`src/rtl/cpu_pkg.sv`:
```
// Shared definitions for the multicycle CPU control path: opcode encodings,
// ALU operation class codes, FSM state encoding and the opcode class record.
package cpu_pkg;

  // Instruction opcodes (4-bit encoding)
  localparam logic [3:0] OP_RTYPE = 4'b0000;
  localparam logic [3:0] OP_MUL   = 4'b0110;
  localparam logic [3:0] OP_LW    = 4'b1000;
  localparam logic [3:0] OP_SW    = 4'b1001;
  localparam logic [3:0] OP_BEQ   = 4'b1010;
  localparam logic [3:0] OP_BNE   = 4'b1011;

  // ALUOp class codes handed to the ALU control decoder
  localparam logic [1:0] ALUOP_ADD   = 2'b00;
  localparam logic [1:0] ALUOP_SUB   = 2'b01;
  localparam logic [1:0] ALUOP_RTYPE = 2'b10;
  localparam logic [1:0] ALUOP_MUL   = 2'b11;

  // Main control FSM states
  typedef enum logic [2:0] {
    ST_IDLE   = 3'd0,
    ST_FETCH  = 3'd1,
    ST_DECODE = 3'd2,
    ST_EXEC   = 3'd3,
    ST_MEM    = 3'd4,
    ST_WB     = 3'd5,
    ST_BRANCH = 3'd6,
    ST_HALT   = 3'd7
  } state_e;

  // Opcode class flags produced by opcode_classify
  typedef struct packed {
    logic legal;
    logic is_mem;
    logic is_store;
    logic is_branch;
    logic is_bne;
    logic is_mul;
  } opclass_t;

endpackage

```
`src/rtl/multicycle_control_if.sv`:
```
// Control-unit <-> datapath bundle. The control unit is the master: it
// consumes instruction fields, Zero and MemReady, and drives every enable.
// Handshake: MemRead/MemWrite form a request that stays asserted while the
// FSM waits; the access completes in the cycle where the request is high and
// MemReady is high. MemReady is ignored whenever no request is asserted.
interface multicycle_control_if #(
  parameter int OPW = 4,
  parameter int FNW = 4
);
  import cpu_pkg::*;

  logic [OPW-1:0] InstrOpcode;
  logic [FNW-1:0] InstrFunct;
  logic           Zero;
  logic           MemReady;
  logic [1:0]     ALUOp;
  logic [OPW-1:0] Opcode;
  logic [FNW-1:0] Funct;
  logic           MemRead;
  logic           MemWrite;
  logic           IorD;
  logic           IRWrite;
  logic           PCWrite;
  logic           PCSrc;
  logic           ALUSrcB;
  logic           RegWrite;
  logic           RegDst;
  logic           MemToReg;
  logic           Halted;
  state_e         state_dbg;

  modport master (
    input  InstrOpcode, InstrFunct, Zero, MemReady,
    output ALUOp, Opcode, Funct, MemRead, MemWrite, IorD, IRWrite, PCWrite,
           PCSrc, ALUSrcB, RegWrite, RegDst, MemToReg, Halted, state_dbg
  );

  modport slave (
    output InstrOpcode, InstrFunct, Zero, MemReady,
    input  ALUOp, Opcode, Funct, MemRead, MemWrite, IorD, IRWrite, PCWrite,
           PCSrc, ALUSrcB, RegWrite, RegDst, MemToReg, Halted, state_dbg
  );
endinterface

```
`src/rtl/multicycle_control_opcode_classify.sv`:
```
// Combinational opcode decode into class flags, shared by DECODE and EXEC.
module opcode_classify
  import cpu_pkg::*;
#(
  parameter int OPW = 4
) (
  input  logic [OPW-1:0] opcode,
  output opclass_t       cls
);

  // Map each legal opcode to its class; anything else stays illegal
  always_comb begin
    cls = '0;
    case (opcode)
      OPW'(OP_RTYPE): cls.legal = 1'b1;
      OPW'(OP_MUL): begin
        cls.legal  = 1'b1;
        cls.is_mul = 1'b1;
      end
      OPW'(OP_LW): begin
        cls.legal  = 1'b1;
        cls.is_mem = 1'b1;
      end
      OPW'(OP_SW): begin
        cls.legal    = 1'b1;
        cls.is_mem   = 1'b1;
        cls.is_store = 1'b1;
      end
      OPW'(OP_BEQ): begin
        cls.legal     = 1'b1;
        cls.is_branch = 1'b1;
      end
      OPW'(OP_BNE): begin
        cls.legal     = 1'b1;
        cls.is_branch = 1'b1;
        cls.is_bne    = 1'b1;
      end
      default: cls = '0;
    endcase
  end

endmodule

```
`src/rtl/multicycle_control.sv`:
```
// Main control FSM for the multicycle CPU: sequences fetch, decode, execute,
// memory and write-back, and holds the opcode/funct pair stable for the ALU
// control decoder from DECODE until the next DECODE.
module multicycle_control
  import cpu_pkg::*;
#(
  parameter int OPW = 4,
  parameter int FNW = 4
) (
  input  logic                 Clock,
  input  logic                 Reset_n,
  multicycle_control_if.master bus
);

  state_e         state_q, state_d;
  logic [OPW-1:0] opcode_q, opcode_d;
  logic [FNW-1:0] funct_q, funct_d;
  logic [OPW-1:0] cls_opcode;
  opclass_t       cls;

  logic [1:0] alu_op;
  logic       mem_read, mem_write, i_or_d, ir_write, pc_write, pc_src;
  logic       alu_src_b, reg_write, reg_dst, mem_to_reg, halted;

  // In DECODE the fresh instruction is classified; afterwards the latched copy
  assign cls_opcode = (state_q == ST_DECODE) ? bus.InstrOpcode : opcode_q;

  opcode_classify #(.OPW(OPW)) u_classify (
    .opcode (cls_opcode),
    .cls    (cls)
  );

  // Next-state selection and opcode/funct capture
  always_comb begin
    state_d  = state_q;
    opcode_d = opcode_q;
    funct_d  = funct_q;
    case (state_q)
      ST_IDLE:   state_d = ST_FETCH;
      ST_FETCH:  if (bus.MemReady) state_d = ST_DECODE;
      ST_DECODE: begin
        opcode_d = bus.InstrOpcode;
        funct_d  = bus.InstrFunct;
        if (!cls.legal)         state_d = ST_HALT;
        else if (cls.is_branch) state_d = ST_BRANCH;
        else                    state_d = ST_EXEC;
      end
      ST_EXEC:   state_d = cls.is_mem ? ST_MEM : ST_WB;
      ST_MEM:    if (bus.MemReady) state_d = cls.is_store ? ST_FETCH : ST_WB;
      ST_WB:     state_d = ST_FETCH;
      ST_BRANCH: state_d = ST_FETCH;
      ST_HALT:   state_d = ST_HALT;
      default:   state_d = ST_IDLE;
    endcase
  end

  // Datapath enables: Moore on state, Mealy on MemReady (FETCH) and Zero (BRANCH)
  always_comb begin
    alu_op     = ALUOP_ADD;
    mem_read   = 1'b0;
    mem_write  = 1'b0;
    i_or_d     = 1'b0;
    ir_write   = 1'b0;
    pc_write   = 1'b0;
    pc_src     = 1'b0;
    alu_src_b  = 1'b0;
    reg_write  = 1'b0;
    reg_dst    = 1'b0;
    mem_to_reg = 1'b0;
    halted     = 1'b0;
    case (state_q)
      ST_FETCH: begin
        mem_read = 1'b1;
        ir_write = bus.MemReady;
        pc_write = bus.MemReady;
      end
      ST_EXEC: begin
        if (cls.is_mem) begin
          alu_op    = ALUOP_ADD;
          alu_src_b = 1'b1;
        end else if (cls.is_mul) begin
          alu_op = ALUOP_MUL;
        end else begin
          alu_op = ALUOP_RTYPE;
        end
      end
      ST_MEM: begin
        i_or_d    = 1'b1;
        mem_read  = ~cls.is_store;
        mem_write = cls.is_store;
      end
      ST_WB: begin
        reg_write  = 1'b1;
        reg_dst    = ~cls.is_mem;
        mem_to_reg = cls.is_mem;
      end
      ST_BRANCH: begin
        alu_op   = ALUOP_SUB;
        pc_src   = 1'b1;
        pc_write = cls.is_bne ? ~bus.Zero : bus.Zero;
      end
      ST_HALT: halted = 1'b1;
      default: ;
    endcase
  end

  // State and decoder-facing registers; reset returns to IDLE with cleared fields
  always_ff @(posedge Clock or negedge Reset_n) begin
    if (!Reset_n) begin
      state_q  <= ST_IDLE;
      opcode_q <= '0;
      funct_q  <= '0;
    end else begin
      state_q  <= state_d;
      opcode_q <= opcode_d;
      funct_q  <= funct_d;
    end
  end

  assign bus.ALUOp     = alu_op;
  assign bus.Opcode    = opcode_q;
  assign bus.Funct     = funct_q;
  assign bus.MemRead   = mem_read;
  assign bus.MemWrite  = mem_write;
  assign bus.IorD      = i_or_d;
  assign bus.IRWrite   = ir_write;
  assign bus.PCWrite   = pc_write;
  assign bus.PCSrc     = pc_src;
  assign bus.ALUSrcB   = alu_src_b;
  assign bus.RegWrite  = reg_write;
  assign bus.RegDst    = reg_dst;
  assign bus.MemToReg  = mem_to_reg;
  assign bus.Halted    = halted;
  assign bus.state_dbg = state_q;

endmodule

```
`src/flat_wrapper.sv`:
```
// flat-port wrapper written by rule: the top's interface ports become plain ports
module multicycle_control_flat import cpu_pkg::*;
#(
  parameter int OPW = 4,
  parameter int FNW = 4
)
  (Clock, Reset_n, bus_InstrOpcode, bus_InstrFunct, bus_Zero, bus_MemReady, bus_ALUOp, bus_Opcode, bus_Funct, bus_MemRead, bus_MemWrite, bus_IorD, bus_IRWrite, bus_PCWrite, bus_PCSrc, bus_ALUSrcB, bus_RegWrite, bus_RegDst, bus_MemToReg, bus_Halted, bus_state_dbg);
  multicycle_control_if #(.OPW(OPW), .FNW(FNW)) bus_i ();
  input  logic Clock;
  input  logic Reset_n;
  input wire logic [$bits(bus_i.InstrOpcode)-1:0] bus_InstrOpcode;
  input wire logic [$bits(bus_i.InstrFunct)-1:0] bus_InstrFunct;
  input wire logic [$bits(bus_i.Zero)-1:0] bus_Zero;
  input wire logic [$bits(bus_i.MemReady)-1:0] bus_MemReady;
  output wire logic [$bits(bus_i.ALUOp)-1:0] bus_ALUOp;
  output wire logic [$bits(bus_i.Opcode)-1:0] bus_Opcode;
  output wire logic [$bits(bus_i.Funct)-1:0] bus_Funct;
  output wire logic [$bits(bus_i.MemRead)-1:0] bus_MemRead;
  output wire logic [$bits(bus_i.MemWrite)-1:0] bus_MemWrite;
  output wire logic [$bits(bus_i.IorD)-1:0] bus_IorD;
  output wire logic [$bits(bus_i.IRWrite)-1:0] bus_IRWrite;
  output wire logic [$bits(bus_i.PCWrite)-1:0] bus_PCWrite;
  output wire logic [$bits(bus_i.PCSrc)-1:0] bus_PCSrc;
  output wire logic [$bits(bus_i.ALUSrcB)-1:0] bus_ALUSrcB;
  output wire logic [$bits(bus_i.RegWrite)-1:0] bus_RegWrite;
  output wire logic [$bits(bus_i.RegDst)-1:0] bus_RegDst;
  output wire logic [$bits(bus_i.MemToReg)-1:0] bus_MemToReg;
  output wire logic [$bits(bus_i.Halted)-1:0] bus_Halted;
  output wire logic [$bits(bus_i.state_dbg)-1:0] bus_state_dbg;
  assign bus_i.InstrOpcode = bus_InstrOpcode;
  assign bus_i.InstrFunct = bus_InstrFunct;
  assign bus_i.Zero = bus_Zero;
  assign bus_i.MemReady = bus_MemReady;
  assign bus_ALUOp = bus_i.ALUOp;
  assign bus_Opcode = bus_i.Opcode;
  assign bus_Funct = bus_i.Funct;
  assign bus_MemRead = bus_i.MemRead;
  assign bus_MemWrite = bus_i.MemWrite;
  assign bus_IorD = bus_i.IorD;
  assign bus_IRWrite = bus_i.IRWrite;
  assign bus_PCWrite = bus_i.PCWrite;
  assign bus_PCSrc = bus_i.PCSrc;
  assign bus_ALUSrcB = bus_i.ALUSrcB;
  assign bus_RegWrite = bus_i.RegWrite;
  assign bus_RegDst = bus_i.RegDst;
  assign bus_MemToReg = bus_i.MemToReg;
  assign bus_Halted = bus_i.Halted;
  assign bus_state_dbg = bus_i.state_dbg;
  multicycle_control #(.OPW(OPW), .FNW(FNW)) u_core (.Clock(Clock), .Reset_n(Reset_n), .bus(bus_i));
endmodule
```
`config.mk`:
```
export PLATFORM = sky130hd
export DESIGN_NAME = multicycle_control_flat
export DESIGN_NICKNAME = d
export VERILOG_FILES = /design/src/rtl/cpu_pkg.sv /design/src/rtl/multicycle_control_if.sv /design/src/rtl/multicycle_control_opcode_classify.sv /design/src/rtl/multicycle_control.sv /design/src/flat_wrapper.sv
export SDC_FILE = /design/constraint.sdc
export NUM_CORES = 1
export LEC_CHECK = 0
export CAP_MARGIN = 40
export CORE_AREA = 2 2 39 41
export DETAILED_ROUTE_END_ITERATION = 12
export DIE_AREA = 0 0 41 43
export DONT_BUFFER_PORTS = 1
export GPL_TIMING_DRIVEN = 0
export PLACE_DENSITY_LB_ADDON = 0.3
export SLEW_MARGIN = 10
export SYNTH_ARGS = -nofsm -noshare
export SYNTH_HDL_FRONTEND = slang
export SYNTH_SLANG_ARGS = --single-unit
```
`constraint.sdc`:
```
create_clock -name Clock -period 2.6 [get_ports Clock]
set_input_delay 0.78 -clock Clock [delete_from_list [all_inputs] [get_ports Clock]]
set_output_delay 0.78 -clock Clock [all_outputs]
set_load 0.02 [all_outputs]
```
==> key figures <==
STA
  – Min Hold Slack: 0.208 ns
  – Clock Skew: approximately 0.0034 ns
  – Unrepaired setup endpoints after global routing: yes
  – Endpoints failing hold: 0
  – Max Fclk: 371 MHz
  – Worst setup margin: -0.0944 ns
  – Relative slew slack: 0.680
  – # setup viols final: 3
  – Worst-Margin Slew: 0.478 ns
  – Final period utilization: 1.04
  – Fin. max-slew vios: 0
  – Final min period: 2.69 ns

GRT
  – Overflow after GRT: 0
  – Largest net degree at the start of global routing: 12
  – Number of global-route vias before repair: 501
  – Gr usage total: 0.180
  – Antenna violations before repair: 0
  – First-pass GRT wire length: 2.14 mm

Power and ir drop
  – Peak VDD IR: 0.646 mV
  – Clock power share: 0.095
  – Int Pwr: 0.592 mW
  – Lkg Pwr: 0.382 nW
  – Reg power frac: 0.394
  – Pwr dens: 1290 nW/um^2
  – Comb pwr share: 0.511
  – Switching Share: 0.489
  – Sw Pwr: 0.566 mW

Die
  – Core area: 1380 um^2
  – Die area: roughly 1800 um^2
  – I/O Pins: 36
  – Initial core utilization: 0.493
  – Row count: 14
  – Die H: about 43 um
  – Die width: 41 um

Logic synthesis
  – Yosys top cell area share: 0.404
  – Syn nets: 82
  – Synth Flop Type: dfrtp_1
  – EDFF count, synth: 0
  – Netlist cell types: 29
  – Cell area after synthesis: 682 um^2
  – Post-Synthesis Cells: 70
  – Asr flop ratio synth: 1.00
  – Count leader, synth: dfrtp_1
  – Mean Syn Cell Area: 9.74 um^2
  – Synth warn: 0
  – Post-synth top cells: 11 x dfrtp_1, 9 x nand2_1, 6 x mux2_2
  – Post-synthesis sequential area ratio: 0.404
  – Synth area leaders: dfrtp_1 40%, mux2_2 9.9%, nand2_1 5.0%, nand3b_1 4.4%, buf_6 3.3%
  – Cell accounting for the most synthesized area: dfrtp_1
  – Register bit total from synthesis: 11

CTS
  – # H-tree levels: 1
  – Worst skew pair latency: 0.26 ns
  – Clock root buffer: clkbuf_4
  – CTS buffer count: 3
  – Clk buf depth: 2
  – CTS tree: built
  – Clk sinks: 11
  – Cts hold-fix bufs: 0
  – Clock-pin slew on the worst setup and hold paths: 0.06 ns

Route
  – DRC: 0
  – Drt pass-1 iters: 5
  – Initial drt markers: 17
  – Via Count: 593
  – Final wirelength: 1.68 mm
  – WL per Instance: approximately 16 um
  – Avg Vias per Cell: 5.76
  – Post-DRT Antenna Nets: 0

Status
  – Status: finished, violations left
  – Failing checks: negative setup slack

Worst setup path
  – Worst-path fanout max: 4
  – Buf/Inv on CP: 2
  – CP Cell Sequence: buf_6, nor3b_4, buf_6, mux2_4, nor4_4, a21oi_1, nor2b_2
  – Worst Path Arrival: 1.91 ns
  – Cell mode on critical path: buf_6
  – CP top delay family: simple AND/OR/NAND/NOR gates
  – Critical Path RT: 1.82 ns
  – R2r setup slk: 0.92 ns
  – Worst path slowest cell: dfrtp_2
  – CP Class: flip-flop to output pin
  – Crit path capture type: output pin
  – Crit path largest cell delay: 0.45 ns
  – Startpoint Class: flip-flop

Layout
  – Number of non-filler instances in the completed layout: about 100
  – Area Growth Syn to Fin: 31.7%
  – NumNets Final: 100
  – Filler cells: 124
  – Share of layout cells above drive strength 1: 0.448
  – Final Core Density: 0.649
  – N_diodes: 0

Place
  – Placed insts: between 80 and 90
  – Port Buf Inserts: 0
  – Placer Congestion: 0.726
  – DP HPWL: 1.05 mm

Job
  – Max Cap Viol: 0

Min path
  – Type of the tightest min-delay check: primary input to async pin
-- final timing paths --
kind | to | from | depth (start not counted)
min in group Clock | u_core.bus.Opcode[2] | bus_InstrOpcode[2] | 2
worst min register to register | u_core.bus.Funct[2] | u_core.bus.Funct[2] | 1
worst max register to register | u_core.bus.Opcode[0] | u_core.bus.state_dbg[1] | 7
worst max-delay path | bus_ALUOp[0] | u_core.bus.state_dbg[1] | 7
max in group asynchronous | u_core.bus.state_dbg[1] | Reset_n | 0
worst min-delay path | u_core.bus.Funct[0] | Reset_n | 0
-- cell usage in the layout (no fill, tap or decap), types with 2 or more instances in the layout --
master / n
dfrtp_2: 3
dfrtp_1: 8
buf_4: 10
clkbuf_4: 3
nor3b_4: 2
mux2_2: 6
nor2_1: 5
nand3b_1: 4
nand2_1: 9
inv_1: 2
nor3_2: 3
o21ai_0: 3
a21oi_1: 2
buf_6: 2
-- cells by family (layout without fill, tap and decap cells) --
kind of cell | count (synthesis) | in the layout | synth area share
and+or+nand+nor | 34 | 34 | 0.297
xor gates and xnor gates | 1 | 1 | 0.0128
buffers and inverters | 6 | 23 | 0.0569
DFF | 11 | 11 | 0.404
muxes | 8 | 8 | 0.136
AOI/OAI and AO/OA | 10 | 10 | 0.0936
-- stage by stage --
| stage | TNS, ns | power [mW] | cell area (um^2) | setup WS, ns |
|---|---|---|---|---|
| after global routing | -0.570 | 1.23 | 898 | -0.208 |
| after global placement | -0.117 | 0.870 | 704 | -0.0518 |
| after CTS | -0.272 | 1.05 | 783 | -0.109 |
| after detailed placement | -0.140 | 0.882 | 704 | -0.0604 |
| after floorplan | 0 | 0.805 | 684 | 0.0525 |
| final | -0.237 | 1.16 | 898 | -0.0944 |
-- power groups by stage --
stage | clock, mW | sequential [mW] | combinational, mW
global placement | 0 | 0.445 | 0.425
detailed placement | 0 | 0.450 | 0.433
floorplan | 0 | 0.426 | 0.379
finish | 0.110 | 0.456 | 0.592
global route | 0.124 | 0.468 | 0.637
CTS | 0.117 | 0.449 | 0.488
-- state kept, by name, indices dropped and copies added (netlist names) --
register,cells
u_core.bus.state_dbg,3
u_core.bus.Funct,4
u_core.bus.Opcode,4
-- layout make-up --
type	instances	area (um^2)	area share
buffer	4	32.5	0.0362
timing repair buffer	13	119	0.132
tap	16	20.0	0.0223
sequential	11	279	0.311
multi-input combinational	53	414	0.461
inverter	2	7.51	0.00836
clock buffer	4	26.3	0.0292
-- repair_timing --
item	CTS	global route
gates resized for setup	8	7
pin swaps	2	3
endpoints found under the setup margin	5	7
setup buffers	4	8
gates cloned	0	1
-- routing by layer --
| layer | vias to the layer above | share of wire | track usage |
|---|---|---|---|
| met1 | 280 | 0.43 | 0.232 |
| met2 | 32 | 0.47 | 0.275 |
| met5 | - | 0 | 0 |
| met3 | 2 | 0.095 | 0.0262 |
| met4 | 0 | 0.0030 | 0.100 |
| li1 | 279 | - | - |
No activity file was read; power rests on OpenSTA's default activity.
